<file path="config.mk">
export PLATFORM = sky130hd
export DESIGN_NAME = memory_bus_unit_flat
export DESIGN_NICKNAME = d
export VERILOG_FILES = /design/src/rtl/memory_bus_unit_if.sv /design/src/rtl/memory_bus_unit.sv /design/src/flat_wrapper.sv
export SDC_FILE = /design/constraint.sdc
export NUM_CORES = 1
export LEC_CHECK = 0
export ABC_AREA = 1
export ABC_CLOCK_PERIOD_IN_PS = 3600
export CAP_MARGIN = 20
export CORE_MARGIN = 2
export CORE_UTILIZATION = 52
export DETAILED_ROUTE_END_ITERATION = 12
export HOLD_SLACK_MARGIN = 0.08
export PLACE_DENSITY_LB_ADDON = 0.05
export SETUP_SLACK_MARGIN = 0.3
export SLEW_MARGIN = 0
export SYNTH_ARGS = -nofsm -noshare
export SYNTH_HDL_FRONTEND = slang
export SYNTH_SLANG_ARGS = --single-unit
</file>
<file path="constraint.sdc">
create_clock -name clk -period 3.6 [get_ports clk]
set_input_delay 0.72 -clock clk [delete_from_list [all_inputs] [get_ports clk]]
set_output_delay 0.72 -clock clk [all_outputs]
set_load 0.05 [all_outputs]
</file>
<file path="src/rtl/memory_bus_unit_if.sv">
// Request/response and memory-bus signal bundle for memory_bus_unit.
// The master modport is the load/store unit; slave is the execute stage plus memory.
interface memory_bus_unit_if #(
  parameter int unsigned XLEN = 32
);
  localparam int unsigned BYTES = XLEN / 8;

  logic             available;
  logic             is_write;
  logic             is_unsigned;
  logic [1:0]       op;
  logic [31:0]      addr;
  logic [XLEN-1:0]  in;
  logic [XLEN-1:0]  out;
  logic             busy;
  logic             done;
  logic             op_fault;
  logic             addr_fault;
  logic             access_fault;
  logic             bus_req;
  logic             bus_we;
  logic [31:0]      bus_addr;
  logic [BYTES-1:0] bus_be;
  logic [XLEN-1:0]  bus_wdata;
  logic             bus_ack;
  logic             bus_err;
  logic [XLEN-1:0]  bus_rdata;

  modport master (
    input  available, is_write, is_unsigned, op, addr, in, bus_ack, bus_err, bus_rdata,
    output out, busy, done, op_fault, addr_fault, access_fault,
    output bus_req, bus_we, bus_addr, bus_be, bus_wdata
  );

  modport slave (
    output available, is_write, is_unsigned, op, addr, in, bus_ack, bus_err, bus_rdata,
    input  out, busy, done, op_fault, addr_fault, access_fault,
    input  bus_req, bus_we, bus_addr, bus_be, bus_wdata
  );
endinterface

</file>
<file path="src/rtl/memory_bus_unit.sv">
// Load/store unit driving a req/ack memory bus: lane positioning, optional misaligned
// splitting into two beats, sign/zero extension, bus-error and timeout faults.
module memory_bus_unit #(
  parameter int unsigned XLEN             = 32,
  parameter bit          ALLOW_MISALIGNED = 1'b0,
  parameter int unsigned TIMEOUT_CYCLES   = 15
) (
  input logic               clk,
  input logic               reset_n,
  memory_bus_unit_if.master bus_if
);
  localparam int unsigned BYTES = XLEN / 8;
  localparam int unsigned OffW  = $clog2(BYTES);
  localparam int unsigned MaskW = 2 * BYTES;
  localparam int unsigned CntW  = $clog2(TIMEOUT_CYCLES + 2);

  typedef enum logic [1:0] {StIdle, StBeat0, StGap, StBeat1} state_e;

  state_e          state_q, state_d;
  logic [CntW-1:0] cnt_q, cnt_d;
  logic            done_q, done_d;
  logic            op_fault_q, op_fault_d;
  logic            addr_fault_q, addr_fault_d;
  logic            access_fault_q, access_fault_d;
  logic [XLEN-1:0] out_q, out_d;
  logic            we_q, we_d;
  logic            uns_q, uns_d;
  logic            split_q, split_d;
  logic [3:0]      size_q, size_d;
  logic [31:0]     addr_q, addr_d;
  logic [XLEN-1:0] wdata_q, wdata_d;
  logic [XLEN-1:0] acc_q, acc_d;

  logic [3:0]      req_size;
  logic [OffW-1:0] req_off;
  logic            req_op_bad, req_misal, req_split, accept;

  always_comb begin
    case (bus_if.op)
      2'b00:   req_size = 4'd1;
      2'b01:   req_size = 4'd2;
      2'b10:   req_size = 4'd4;
      default: req_size = 4'd8;
    endcase
    req_off    = bus_if.addr[OffW-1:0];
    req_op_bad = (bus_if.op == 2'b11) && (XLEN != 64);
    req_misal  = (bus_if.addr[3:0] & (req_size - 4'd1)) != 4'd0;
    req_split  = ({1'b0, 4'(req_off)} + {1'b0, req_size}) > 5'(BYTES);
    accept     = (state_q == StIdle) && bus_if.available && !done_q;
  end

  logic [OffW-1:0]  off;
  logic [MaskW-1:0] mask_w;
  logic [BYTES-1:0] be0, be1;
  logic [XLEN-1:0]  wd0, wd1, rd0, rd1;
  logic [XLEN-1:0]  fin_data, keep, sign_src, fin_ext;
  logic             timeout;

  // Beat 0 carries the low bytes at lane off; beat 1 carries the remainder at lane 0.
  always_comb begin
    off      = addr_q[OffW-1:0];
    mask_w   = MaskW'((32'd1 << size_q) - 32'd1);
    be0      = BYTES'(mask_w << off);
    be1      = BYTES'(mask_w >> (BYTES - 32'(off)));
    wd0      = wdata_q << (8 * off);
    wd1      = wdata_q >> (8 * (BYTES - 32'(off)));
    rd0      = bus_if.bus_rdata >> (8 * off);
    rd1      = bus_if.bus_rdata << (8 * (BYTES - 32'(off)));
    fin_data = (state_q == StBeat1) ? (acc_q | rd1) : rd0;
    keep     = (32'(size_q) >= BYTES) ? '1 : ((XLEN'(1) << (8 * size_q)) - XLEN'(1));
    sign_src = fin_data >> (8 * size_q - 1);
    fin_ext  = (fin_data & keep) | ((!uns_q && sign_src[0]) ? ~keep : '0);
    timeout  = (TIMEOUT_CYCLES != 0) && (cnt_q == CntW'(TIMEOUT_CYCLES - 1));
  end

  always_ff @(posedge clk) begin
    if (!reset_n) begin
      state_q        <= StIdle;
      cnt_q          <= '0;
      done_q         <= 1'b0;
      op_fault_q     <= 1'b0;
      addr_fault_q   <= 1'b0;
      access_fault_q <= 1'b0;
      out_q          <= '0;
      we_q           <= 1'b0;
      uns_q          <= 1'b0;
      split_q        <= 1'b0;
      size_q         <= 4'd1;
      addr_q         <= '0;
      wdata_q        <= '0;
      acc_q          <= '0;
    end else begin
      state_q        <= state_d;
      cnt_q          <= cnt_d;
      done_q         <= done_d;
      op_fault_q     <= op_fault_d;
      addr_fault_q   <= addr_fault_d;
      access_fault_q <= access_fault_d;
      out_q          <= out_d;
      we_q           <= we_d;
      uns_q          <= uns_d;
      split_q        <= split_d;
      size_q         <= size_d;
      addr_q         <= addr_d;
      wdata_q        <= wdata_d;
      acc_q          <= acc_d;
    end
  end

  always_comb begin
    state_d        = state_q;
    cnt_d          = cnt_q;
    done_d         = 1'b0;
    op_fault_d     = op_fault_q;
    addr_fault_d   = addr_fault_q;
    access_fault_d = access_fault_q;
    out_d          = out_q;
    we_d           = we_q;
    uns_d          = uns_q;
    split_d        = split_q;
    size_d         = size_q;
    addr_d         = addr_q;
    wdata_d        = wdata_q;
    acc_d          = acc_q;
    case (state_q)
      StIdle: begin
        if (accept) begin
          we_d           = bus_if.is_write;
          uns_d          = bus_if.is_unsigned;
          size_d         = req_size;
          addr_d         = bus_if.addr;
          wdata_d        = bus_if.in;
          split_d        = req_split;
          acc_d          = '0;
          cnt_d          = '0;
          out_d          = '0;
          op_fault_d     = req_op_bad;
          addr_fault_d   = !req_op_bad && req_misal && !ALLOW_MISALIGNED;
          access_fault_d = 1'b0;
          if (op_fault_d || addr_fault_d) begin
            done_d = 1'b1;
          end else begin
            state_d = StBeat0;
          end
        end
      end
      StBeat0, StBeat1: begin
        // err wins over a simultaneous ack; an error on beat 0 skips beat 1
        if (bus_if.bus_err || (timeout && !bus_if.bus_ack)) begin
          access_fault_d = 1'b1;
          out_d          = '0;
          done_d         = 1'b1;
          state_d        = StIdle;
        end else if (bus_if.bus_ack) begin
          if (state_q == StBeat0 && split_q) begin
            acc_d   = rd0;
            state_d = StGap;
          end else begin
            out_d   = we_q ? '0 : fin_ext;
            done_d  = 1'b1;
            state_d = StIdle;
          end
        end else begin
          cnt_d = cnt_q + CntW'(1);
        end
      end
      StGap: begin
        cnt_d   = '0;
        state_d = StBeat1;
      end
      default: state_d = StIdle;
    endcase
  end

  logic beat_req, beat_hi;
  always_comb begin
    beat_req             = (state_q == StBeat0) || (state_q == StBeat1);
    beat_hi              = (state_q == StBeat1);
    bus_if.busy          = (state_q != StIdle);
    bus_if.bus_req       = beat_req;
    bus_if.bus_we        = beat_req && we_q;
    bus_if.bus_addr      = '0;
    bus_if.bus_be        = '0;
    bus_if.bus_wdata     = '0;
    if (beat_req) begin
      bus_if.bus_addr  = (addr_q & ~(32'(BYTES) - 32'd1)) + (beat_hi ? 32'(BYTES) : 32'd0);
      bus_if.bus_be    = beat_hi ? be1 : be0;
      bus_if.bus_wdata = beat_hi ? wd1 : wd0;
    end
    bus_if.done          = done_q;
    bus_if.out           = out_q;
    bus_if.op_fault      = op_fault_q;
    bus_if.addr_fault    = addr_fault_q;
    bus_if.access_fault  = access_fault_q;
  end
endmodule

</file>
<file path="src/flat_wrapper.sv">
// flat-port wrapper written by rule: the top's interface ports become plain ports
module memory_bus_unit_flat 
#(
  parameter int unsigned XLEN             = 32,
  parameter bit          ALLOW_MISALIGNED = 1'b0,
  parameter int unsigned TIMEOUT_CYCLES   = 15
)
  (clk, reset_n, bus_if_available, bus_if_is_write, bus_if_is_unsigned, bus_if_op, bus_if_addr, bus_if_in, bus_if_bus_ack, bus_if_bus_err, bus_if_bus_rdata, bus_if_out, bus_if_busy, bus_if_done, bus_if_op_fault, bus_if_addr_fault, bus_if_access_fault, bus_if_bus_req, bus_if_bus_we, bus_if_bus_addr, bus_if_bus_be, bus_if_bus_wdata);
  memory_bus_unit_if #(.XLEN(XLEN)) bus_if_i ();
  input logic clk;
  input logic reset_n;
  input wire logic [$bits(bus_if_i.available)-1:0] bus_if_available;
  input wire logic [$bits(bus_if_i.is_write)-1:0] bus_if_is_write;
  input wire logic [$bits(bus_if_i.is_unsigned)-1:0] bus_if_is_unsigned;
  input wire logic [$bits(bus_if_i.op)-1:0] bus_if_op;
  input wire logic [$bits(bus_if_i.addr)-1:0] bus_if_addr;
  input wire logic [$bits(bus_if_i.in)-1:0] bus_if_in;
  input wire logic [$bits(bus_if_i.bus_ack)-1:0] bus_if_bus_ack;
  input wire logic [$bits(bus_if_i.bus_err)-1:0] bus_if_bus_err;
  input wire logic [$bits(bus_if_i.bus_rdata)-1:0] bus_if_bus_rdata;
  output wire logic [$bits(bus_if_i.out)-1:0] bus_if_out;
  output wire logic [$bits(bus_if_i.busy)-1:0] bus_if_busy;
  output wire logic [$bits(bus_if_i.done)-1:0] bus_if_done;
  output wire logic [$bits(bus_if_i.op_fault)-1:0] bus_if_op_fault;
  output wire logic [$bits(bus_if_i.addr_fault)-1:0] bus_if_addr_fault;
  output wire logic [$bits(bus_if_i.access_fault)-1:0] bus_if_access_fault;
  output wire logic [$bits(bus_if_i.bus_req)-1:0] bus_if_bus_req;
  output wire logic [$bits(bus_if_i.bus_we)-1:0] bus_if_bus_we;
  output wire logic [$bits(bus_if_i.bus_addr)-1:0] bus_if_bus_addr;
  output wire logic [$bits(bus_if_i.bus_be)-1:0] bus_if_bus_be;
  output wire logic [$bits(bus_if_i.bus_wdata)-1:0] bus_if_bus_wdata;
  assign bus_if_i.available = bus_if_available;
  assign bus_if_i.is_write = bus_if_is_write;
  assign bus_if_i.is_unsigned = bus_if_is_unsigned;
  assign bus_if_i.op = bus_if_op;
  assign bus_if_i.addr = bus_if_addr;
  assign bus_if_i.in = bus_if_in;
  assign bus_if_i.bus_ack = bus_if_bus_ack;
  assign bus_if_i.bus_err = bus_if_bus_err;
  assign bus_if_i.bus_rdata = bus_if_bus_rdata;
  assign bus_if_out = bus_if_i.out;
  assign bus_if_busy = bus_if_i.busy;
  assign bus_if_done = bus_if_i.done;
  assign bus_if_op_fault = bus_if_i.op_fault;
  assign bus_if_addr_fault = bus_if_i.addr_fault;
  assign bus_if_access_fault = bus_if_i.access_fault;
  assign bus_if_bus_req = bus_if_i.bus_req;
  assign bus_if_bus_we = bus_if_i.bus_we;
  assign bus_if_bus_addr = bus_if_i.bus_addr;
  assign bus_if_bus_be = bus_if_i.bus_be;
  assign bus_if_bus_wdata = bus_if_i.bus_wdata;
  memory_bus_unit #(.XLEN(XLEN), .ALLOW_MISALIGNED(ALLOW_MISALIGNED), .TIMEOUT_CYCLES(TIMEOUT_CYCLES)) u_core (.clk(clk), .reset_n(reset_n), .bus_if(bus_if_i));
endmodule
</file>
**Yosys cells after proc, flatten, opt, wreduce, memory -nomap -nowiden**

Index checks and enable logic that the tools add are counted.

- Input bits: 105
- Register bits: 146
- Output and inout port bits: 107

- Mux-type cells: 39
- Equal/unequal tests: 16
- Bitwise gates (word level): 5
- Magnitude comparators: 2
- Reductions and logical operators: 26
- Shift operators: 9
- Add/sub/neg operators: 8

Operator list:

| cell | count |
|---|---|
| $mux W32 | 14 |
| $pmux W32 S2 | 2 |
| $or A32 B32 Y32 | 2 |
| $add A32 B32 Y32 | 1 |
| $and A32 B32 Y32 | 1 |
| $not A32 Y32 | 1 |
| $shl A1 B7 Y32 const A | 1 |
| $shl A32 B32 Y32 | 1 |
| $shl A32 B5 Y32 | 1 |
| $shr A32 B32 Y1 | 1 |
| $shr A32 B32 Y32 | 1 |
| $shr A32 B5 Y32 | 1 |
| $shr A8 B32 Y4 | 1 |
| $sub A32 B1 Y32 const B | 1 |
| $mux W5 | 3 |
| $pmux W5 S3 | 1 |
| $pmux W4 S3 | 1 |
| $mux W2 | 5 |
| $reduce_and A3 Y1 | 3 |
| $eq A2 B2 Y1 const B | 4 |
| $mux W4 | 2 |
| $ne A2 B2 Y1 const B | 4 |
| $shl A1 B4 Y8 const A | 1 |
| $shl A8 B2 Y4 | 1 |
| 27 further kinds | 51 |

**Depth between registers and ports, before layout**

- Depth after elaboration: 13
- Mapped depth: 17
- Gate-level depth less buffers: 15

**Worst setup path after synthesis**

OpenSTA, ideal clock, no wires.

- Path type: register to output
- Start point: reg u_core.addr_q[1]
- End point: out bus_if_bus_wdata[11]
- Data required time: 2.880 ns
- Path buffers: 7
- Cell stages (with the launch flop): 12
- Slack: -0.369 ns
- Arrival: 3.249 ns
- Path through: dfxtp_1 -> buf_2 -> inv_1 -> buf_2 -> buf_2 -> buf_2 -> ha_1 -> buf_2 -> buf_2 -> buf_1 -> a31oi_1 -> o21ai_0

- Longest elaborated chain between the ends: 4
- Elaborated cells between the ends (all ways): 5
- Classes of those cells: 1 x add/sub; 2 x shift; 2 x mux

Ends and longest elaborated chain:

| what | RTL line | text |
|---|---|---|
| from (decl) | memory_bus_unit.sv:30 | `logic [31:0] addr_q, addr_d;` |
| from (signal assigned) | memory_bus_unit.sv:104 | `addr_q <= addr_d;` |
| $sub A3 B2 Y4 | memory_bus_unit.sv:66 | `wd1 = wdata_q >> (8 * (BYTES - 32'(off)));` |
| $shr A32 B32 Y32 | memory_bus_unit.sv:66 |  |
| $mux W32 (*) | memory_bus_unit.sv:188 | `bus_if.bus_wdata = beat_hi ? wd1 : wd0;` |
| $mux W32 (*) | memory_bus_unit.sv:185 | `if (beat_req) begin` |
| to (decl) | flat_wrapper.sv:31 | `output wire logic [$bits(bus_if_i.bus_wdata)-1:0] bus_if_bus_wdata;` |

Mark *: on every way between the ends. The rest lies on a longest branch, timed or not.

==> run summary <==
Routed Antenna Nets = 0
CP arrival = 2480 ps
MaxCap Viol Count = 0
post-layout min period = 3200 ps
DR pass1 iterations = 6
RR Endpoint = u_core.bus_if.out[19]$_SDFFE_PN0P_
first-pass GRT wire length = 53.0 mm
Sink Count = 146
Worst Path Required = 2880 ps
Sum Neg Setup Slack = 0 ps
starting density of the core = 52.9%
share of cells above drive strength 1 = 13.6%
Ys Warns = 0
DR iter-0 viols = 1203
Placer Congestion = 1.01
Hold Vio Cnt, Final = 0
crit-path max cell delay = 350 ps
status = finished clean
Reg2Reg Setup Slack = 890 ps
switching power = 0.00280 W
Worst Setup EP = bus_if_bus_addr[21]
Hold WC Path Type = flip-flop to flip-flop
Crit Reg-Reg Startpoint = u_core.addr_q[1]$_SDFFE_PN0P_
cell area after synthesis = 9510 um2
Pwr Total = 0.00659 W
RSZ-0062 raised after global routing = yes
critical path's most frequent cell = inv_2
Die X = 139 um
io pins = 212
DRT Wirelength = 33.2 mm
crit-path cells = nand2_2 > inv_2 > ha_4 > nand3_2 > inv_2 > nand3_4 > nor2_4 > nand3_2 > nor2_4 > nand2_1 > inv_2 > nand3_1 > nor2_1 > a21oi_1 > buf_4
post-synthesis sequential area ratio = 30.7%
Vias/cell = 5.81
Internal Power = 0.00379 W
Gate Count Post-Synth = 1534
Synth Area per Inst = 6.20 um2
sw frac = 42.5%
sequential fraction of design power = 29.3%
fillers = 1507
fin crit share = 88.8%
routed len/inst = 17.0 um
Peak VDD IR = 0.395 mV
Setup crit end kind = output pin
Die H = 139 um
CTS buffer count = 17
CP Max Fanout = 6
leading cell type in the layout, fill and taps excluded = nand2_1
grt ovf = 0
Root Buffer = clkbuf_16
fin util = 73.4%
post-DP HPWL = 23.3 mm
fin nets = 1829
gr usage total = 33.2%
Clock Path Buffers = 2
Comb pwr share = 41.0%
Clock power frac = 29.7%
hold_sp = u_core.acc_q[27]$_SDFFE_PN0P_
Port Buffers = 209
crit path launch type = flip-flop
Die ar. = 19400 um2
PD cells = 500 nW/um2
CTS tree = done
cell count after placement = 1902
most frequent cells in the layout = nand2_1 (353), nor2_1 (217), a21oi_1 (149)
Post-synth EDFFs = 0
H-tree Lvls = 4
largest net degree at the start of global routing = 104
Clock Latency Late Sink = 430 ps
via count = 11324
Core Area = 18000 um2
Most used DFF post-synth = dfxtp_1
Final Cell Area = 13200 um2
Slew Limit Fails = 0
clk_skew = 12.5 ps
Residual DRC = 0
Least-Margin Pin Slew = 865 ps
Crit-path slowest cell = dfxtp_4
Rows = 49
Yosys reg bits = 146
worst reg2reg path depth = 14
number of global-route vias before repair = 10285
Setup Viol. Count Final = 0
initial antenna violation count = 3
Finished Layout Cells = 1950
synth unique cells = 54
critical path class = flip-flop to output pin
Area Overhead vs Synth = 38.6%
clk slew on worst S/H paths = 70 ps
Slew headroom = 42.3%
leakage = 5.31 nW
asr flop ratio synth = 0%
Cell Area, Placed = 12200 um2
FMAX = 313 MHz
==> registers in the layout (all words and copies together) (netlist names), named ones only <==
register,count
u_core.addr_q,32
u_core.bus_if.op_fault,1
u_core.we_q,1
u_core.bus_if.done,1
u_core.size_q,4
u_core.bus_if.addr_fault,1
u_core.bus_if.out,32
u_core.cnt_q,5
u_core.acc_q,32
u_core.split_q,1
u_core.uns_q,1
u_core.bus_if.access_fault,1
u_core.wdata_q,32
u_core.state_q,1
==> power by group through the flow <==
stage / combinational [W] / sequential (W) / clock, W
floorplan: 0.00173 / 0.00197 / 0
global placement: 0.00252 / 0.00195 / 0
detailed placement: 0.00255 / 0.00196 / 0
CTS: 0.00258 / 0.00193 / 0.00197
global route: 0.00294 / 0.00195 / 0.00203
finish: 0.00270 / 0.00193 / 0.00196
==> logic make-up (layout without fill, tap and decap cells) <==
family	count (synthesis)	after routing	synth area share (%)
XOR/XNOR	14	14	1.29
adder cells (fa/ha/maj)	17	17	2.32
flip-flops	146	146	30.7
buffers and inverters	211	396	9.22
AND/OR/NAND/NOR	768	768	34.4
AO/OA/AOI/OAI	377	377	21.9
other	1	3	0.0394
==> how the worst min path moves through the flow <==
stage / end / slack [ps] / cells after the start
2_1_floorplan: u_core.acc_q[18]$_SDFFE_PN0P_ / 430 / 2
3_3_place_gp: u_core.acc_q[19]$_SDFFE_PN0P_ / 440 / 2
3_5_place_dp: u_core.acc_q[19]$_SDFFE_PN0P_ / 450 / 2
4_1_cts: u_core.acc_q[18]$_SDFFE_PN0P_ / 460 / 2
5_1_grt: u_core.bus_if.out[26]$_SDFFE_PN0P_ / 490 / 2
6_report: u_core.acc_q[27]$_SDFFE_PN0P_ / 460 / 2
==> Yosys cell counts, types with 9 or more instances <==
master	number	area [um2]
o21ai_0	152	761
nor2_1	222	833
inv_2	9	33.8
inv_1	105	394
a21oi_1	153	766
nor3_1	35	175
clkbuf_1	48	180
o211ai_1	13	97.6
buf_2	28	140
dfxtp_1	146	2920
a31oi_1	11	68.8
nand2_1	360	1350
buf_1	10	37.5
ha_1	16	200
nand4_1	19	119
nand3_1	98	490
==> critical path, delay by kind of cell (launching register included) <==
kind | cells | cell delay [ps]
flip-flops | 1 | 350
adder cells (fa/ha/maj) | 1 | 150
buffers and inverters | 4 | 470
AO/OA/AOI/OAI | 1 | 70
AND/OR/NAND/NOR | 9 | 1010
==> per-layer routing <==
layer	global-route usage [%]	wire length (um)	vias to the layer above
met5	0	27	-
met4	11.2	1030	4
met3	6.95	3080	85
met2	51.5	14800	639
met1	45.9	14300	5149
li1	-	-	5447
==> final cells by class <==
cell class              count  area, um2  share of cell area (%)
diodes                      1       2.50                  0.0190
clock inverters            15        211                    1.60
multi-input cells        1178       6040                    45.8
flip-flops and latches    146       2930                    22.3
repair inverters            1       7.51                  0.0570
clock buffers              17        425                    3.23
well taps                 229        287                    2.17
repair buffers            246       2820                    21.4
inverters                 117        455                    3.46
==> per-stage QoR <==
stage	setup WS [ps]	hold WS, ps
after global placement	422	445
after detailed placement	369	449
final	403	462
after global routing	243	485
after CTS	278	465
after floorplan	117	430
==> timing repair <==
action	4_1_cts	5_1_grt
buffers inserted	5	8
pin swaps	5	10
gates resized for setup	23	27
hold buffers	0	0
gates cloned	0	1
endpoints found under the setup margin	21	42
Note: power is estimated with default switching activity, not from simulation.
